--- src/rtl/arb_requester_pkg.sv ---
// Shared constants for the priority-arbiter requester agent.
package arb_requester_pkg;

  // Default geometry of a requester instance.
  localparam int unsigned ARB_NUM_PORTS = 4;
  localparam int unsigned ARB_CNT_W     = 3;

  // Width of a binary index that can address n ports (at least one bit).
  function automatic int unsigned idx_width(input int unsigned n);
    return (n > 1) ? $clog2(n) : 1;
  endfunction

endpackage

--- src/rtl/arb_onehot_enc.sv ---
// One-hot to binary encoder with one-hot and all-zero qualifiers.
module arb_onehot_enc
  import arb_requester_pkg::*;
#(
  parameter  int unsigned NUM_PORTS = ARB_NUM_PORTS,
  localparam int unsigned IDX_W     = idx_width(NUM_PORTS)
) (
  input  logic [NUM_PORTS-1:0] vec_i,
  output logic [IDX_W-1:0]     idx_o,
  output logic                 onehot_o,
  output logic                 zero_o
);

  // Encode by OR-ing the indices of all set bits; exact when the input is one-hot.
  always_comb begin
    // NOTE: every combinational output gets a default first so no latch is inferred.
    idx_o = '0;
    for (int i = 0; i < NUM_PORTS; i++) begin
      if (vec_i[i]) idx_o = idx_o | IDX_W'(i);
    end
  end

  // Exactly one bit set: non-zero and clearing the lowest set bit leaves nothing.
  assign zero_o   = (vec_i == '0);
  assign onehot_o = !zero_o && ((vec_i & (vec_i - NUM_PORTS'(1))) == '0);

endmodule

--- src/rtl/arb_requester.sv ---
// Requester-side agent for a one-hot priority arbiter: per-port pending
// counters drive the request vector, returned grants are checked, consumed
// and reported as a binary index.
module arb_requester
  import arb_requester_pkg::*;
#(
  parameter  int unsigned NUM_PORTS = ARB_NUM_PORTS,
  parameter  int unsigned CNT_W     = ARB_CNT_W,
  localparam int unsigned IDX_W     = idx_width(NUM_PORTS)
) (
  input  logic                 clk,
  input  logic                 reset,
  input  logic [NUM_PORTS-1:0] push_i,
  output logic [NUM_PORTS-1:0] req_o,
  input  logic [NUM_PORTS-1:0] gnt_i,
  output logic                 grant_valid_o,
  output logic [IDX_W-1:0]     grant_idx_o,
  output logic [NUM_PORTS-1:0] full_o,
  output logic [NUM_PORTS-1:0] drop_o,
  output logic                 err_o,
  input  logic                 err_clr_i
);

  localparam logic [CNT_W-1:0] CNT_MAX = '1;

  logic [IDX_W-1:0]     gnt_idx;
  logic                 gnt_onehot;
  logic                 gnt_zero;
  logic                 gnt_legal;
  logic                 gnt_illegal;
  logic [NUM_PORTS-1:0] drop_d;

  arb_onehot_enc #(
    .NUM_PORTS (NUM_PORTS)
  ) u_enc (
    .vec_i    (gnt_i),
    .idx_o    (gnt_idx),
    .onehot_o (gnt_onehot),
    .zero_o   (gnt_zero)
  );

  // A grant is only honoured if it is one-hot and lands on a port that is requesting.
  assign gnt_legal   = gnt_onehot && ((gnt_i & req_o) != '0);
  assign gnt_illegal = !gnt_zero && !gnt_legal;

  for (genvar i = 0; i < NUM_PORTS; i++) begin : g_port
    logic [CNT_W-1:0] cnt_q;
    logic             granted;
    logic             full;

    assign granted   = gnt_legal && gnt_i[i];
    assign full      = (cnt_q == CNT_MAX);
    // req/full come from the counter alone, keeping the arbiter loop acyclic.
    assign req_o[i]  = (cnt_q != '0);
    assign full_o[i] = full;
    // A push meeting a grant on the same port nets to zero and is never dropped.
    assign drop_d[i] = push_i[i] && !granted && full;

    // Pending-request counter: decrement on grant, increment on push, saturate at max.
    always_ff @(posedge clk or negedge reset) begin
      if (!reset) begin
        cnt_q <= '0;
      end else if (granted && !push_i[i]) begin
        // NOTE: sequential state uses non-blocking assignments so every flop samples pre-edge values.
        cnt_q <= cnt_q - CNT_W'(1);
      end else if (push_i[i] && !granted && !full) begin
        cnt_q <= cnt_q + CNT_W'(1);
      end
    end
  end

  // Grant report: one-cycle valid pulse; the index holds between grants.
  always_ff @(posedge clk or negedge reset) begin
    if (!reset) begin
      grant_valid_o <= 1'b0;
      grant_idx_o   <= '0;
    end else begin
      grant_valid_o <= gnt_legal;
      if (gnt_legal) grant_idx_o <= gnt_idx;
    end
  end

  // Drop pulses mirror this cycle's discarded pushes.
  always_ff @(posedge clk or negedge reset) begin
    if (!reset) drop_o <= '0;
    else        drop_o <= drop_d;
  end

  // Sticky protocol error; a new error outranks a simultaneous clear.
  always_ff @(posedge clk or negedge reset) begin
    if (!reset)           err_o <= 1'b0;
    else if (gnt_illegal) err_o <= 1'b1;
    else if (err_clr_i)   err_o <= 1'b0;
  end

endmodule

--- config.mk ---
export PLATFORM = sky130hd
export DESIGN_NAME = arb_requester
export DESIGN_NICKNAME = d
export VERILOG_FILES = /design/src/rtl/arb_requester_pkg.sv /design/src/rtl/arb_onehot_enc.sv /design/src/rtl/arb_requester.sv
export SDC_FILE = /design/constraint.sdc
export NUM_CORES = 1
export LEC_CHECK = 0
export ABC_AREA = 1
export BUFFER_PORTS_ARGS = -buffer_cell sky130_fd_sc_hd__buf_2
export CAP_MARGIN = 20
export CORE_UTILIZATION = 50
export CTS_BUF_LIST = sky130_fd_sc_hd__clkbuf_8
export DETAILED_ROUTE_END_ITERATION = 8
export MAX_ROUTING_LAYER = met4
export PLACE_DENSITY = 0.77
export SLEW_MARGIN = 0
export SYNTH_ARGS = -nofsm -noshare
export SYNTH_HDL_FRONTEND = slang
export SYNTH_SLANG_ARGS = --single-unit
--- constraint.sdc ---
create_clock -name clk -period 1.86 [get_ports clk]
set_clock_uncertainty 0.15 [all_clocks]
set_input_delay 0.279 -clock clk [delete_from_list [all_inputs] [get_ports clk]]
set_output_delay 0.279 -clock clk [all_outputs]
set_load 0.005 [all_outputs]
==> reports/qor.yml <==
outcome: "finished with violations"
violations: "negative setup slack"
combPwrFrac_pct: 56.1
layout.cells.non_filler: 242
clock_latency_ps: 250
antenna_left: 0
place_hpwl_um: 1860
fill_cells: 169
cts-buffers-inserted: 3
wl_per_cell_um: 10.7
antenna_found_initial: 0
ys_ff_latch: 20
cts_tree: "built"
die_area_um2: 2560
routed_via_density: 4.76
rsz0062_at_grt: "yes"
gp_congestion: 0.773
p_per_area_nw_per_um2: 1370
layout_setup_ws_ps: -37.7
finalSetupViolCount: 3
clock_tree.buffer_depth: 2
min_period_ps: 1900
synth.yosys.seq_area_share_pct: 42.4
coreArea_um2: 2210
ir_worst_vdd_uv: 907
worstPathArrival_ps: 1880
rows: 17
synth_cell_types: 14
clkSlewWorstSetupHoldPaths_ps: 70
insertedDiodeCount: 0
drt_iter0_markers: 16
p_int_mw: 1.30
fin_crit_sh_pct: 102
fmax_mhz: 527
synth_warnings: 0
p_sw_mw: 0.891
p_leak_nw: 0.947
holdWs_ps: 66.6
max_slew_margin_pct: 70.2
drt_wl_total_um: 2600
layout-drive-gt1-share_pct: 36.4
cp_max_fo: 8
maxCapViolations: 0
root_buffer: "clkbuf_8"
grt_start_max_net_pins: 21
hold_violations: 0
clockPowerShare_pct: 12.5
p_seq_share_pct: 31.3
final-seq-area_um2: 500
htreeDepth: 1
multi_input_area_um2: 564
grt_usage_pct: 21.2
cts_sinks: 20
tightest_slew_ps: 447
drc: 0
fin_total_pwr_mw: 2.19
die_w_um: 50.6
synthCells: 163
crit_path_end_kind: "register"
cp-start-kind: "register"
start_util_pct: 53.4
cp.required_ps: 1850
synthesis.area_um2: 1180
worstHoldPathType: "in -> reg"
avgSynthCellArea_um2: 7.25
final_nets: 231
syn_nets: 178
final_area_um2: 1590
firstDrtPassIters: 4
place_area_um2: 1440
utilization_pct: 72.1
num_vias: 1152
port_buffers: 26
grt_overflow: 0
dpl.cell_count: 230
swShare_pct: 40.7
pin_count: 27
first_global_vias: 1004
syn_to_final_growth_pct: 35.0
die_h_um: 50.6
worst-setup-path-type: "reg -> reg"
slew_viol_final: 0
grt_pass1_wl_um: 4040
[kinds of logic after synthesis]
family | Yosys count | synth area share (%)
DFF | 20 | 42.4
AOI/OAI and AO/OA | 6 | 2.54
buffers and inverters | 37 | 13.1
and+or+nand+nor | 96 | 35.2
adders and majority gates | 4 | 6.78
[sequential cells by signal (all words and copies together) (netlist names)]
| name | count |
|---|---|
| grant_idx_o | 2 |
| err_o | 1 |
| drop_o | 4 |
| g_port.cnt_q | 12 |
| grant_valid_o | 1 |
[power by group through the flow]
stage                     clock (mW)  sequential [mW]  combinational, mW
after floorplan                    0            0.678              0.680
after global placement             0            0.682              0.982
after detailed placement           0            0.688               1.04
after CTS                      0.285            0.682               1.05
after global routing           0.297            0.702               1.40
final                          0.274            0.685               1.23
[routing by layer]
| layer | routed length, µm | share of wire, % | up-vias | GRT usage, % |
|---|---|---|---|---|
| met5 | 0 | 0 | - | - |
| met4 | 23 | 0.89 | 0 | 7.87 |
| met3 | 92 | 3.5 | 4 | 1.82 |
| met2 | 1350 | 52 | 26 | 34.7 |
| met1 | 1130 | 43 | 524 | 27.5 |
| li1 | - | - | 598 | - |
[per-stage QoR]
stage          worst slack [ps]  TNS [ps]
5_1_grt                    -159      -998
4_1_cts                    8.69         0
3_5_place_dp               -107      -654
3_3_place_gp              -62.8      -362
2_1_floorplan              36.1         0
6_report                  -37.7     -53.6
[synth_stat cells]
cell type | count | share of area, %
nand2_1 | 60 | 19
inv_1 | 32 | 10
dfrtp_1 | 20 | 42
nand3_1 | 15 | 6.4
nor2_1 | 9 | 2.9
buf_4 | 4 | 2.5
fa_1 | 4 | 6.8
nand4_1 | 4 | 2.1
nor3_1 | 4 | 1.7
o21ai_1 | 4 | 1.7
nand3_2 | 3 | 2.5
o21ai_0 | 2 | 0.85
clkinv_2 | 1 | 0.42
nand2_2 | 1 | 0.53
[layout make-up]
cell class	instances	area share, %
Clock buffer	3	2.59
Inverter	33	7.85
Multi-Input combinational cell	106	35.4
Sequential cell	20	31.4
Tap cell	28	2.20
Timing Repair Buffer	52	20.6
[repair_timing]
action	4_1_cts	5_1_grt
hold buffers	1	0
gates cloned	0	0
pin swaps	0	9
hold endpoints to repair	20	0
endpoints found under the setup margin	5	9
setup buffers	1	7
gates resized for setup	1	19
[worst max-delay path, cell delays in order (launching register included)]
cell     delay [ps]
dfrtp_1         380
nor2_2           50
nand2_2          60
nand2_1          50
nand2_1          60
inv_1            60
nand2_4          90
nand4_1         160
fa_2            570
inv_2            30
nand2_1          50
o21ai_1          60
[placed cells by master, fill, tap and decap left out]
cell type      count
buf_2             26
buf_4             25
clkbuf_8           3
clkinv_2           1
dfrtp_1           20
dlygate4sd3_1      1
fa_2               4
inv_1             26
inv_2              6
nand2_1           53
nand2_2            7
nand2_4            1
nand3_1           15
nand3_2            3
nand4_1            4
nor2_1             8
nor2_2             1
nor3_1             4
o21ai_0            2
o21ai_1            3
o21ai_2            1
[final timing paths]
check,from,cells past startpoint,slack [ps],end
min in group asynchronous,reset,2,350,g_port[1].cnt_q[1]
worst max register to register,g_port[1].cnt_q[0],11,-40,g_port[2].cnt_q[1]
worst min-delay path,err_clr_i,2,70,err_o
max in group asynchronous,reset,2,900,g_port[2].cnt_q[2]
worst min register to register,g_port[1].cnt_q[2],2,330,g_port[1].cnt_q[2]
worst max-delay path,g_port[1].cnt_q[0],11,-40,g_port[2].cnt_q[1]
No activity file was read; power rests on OpenSTA's default activity.
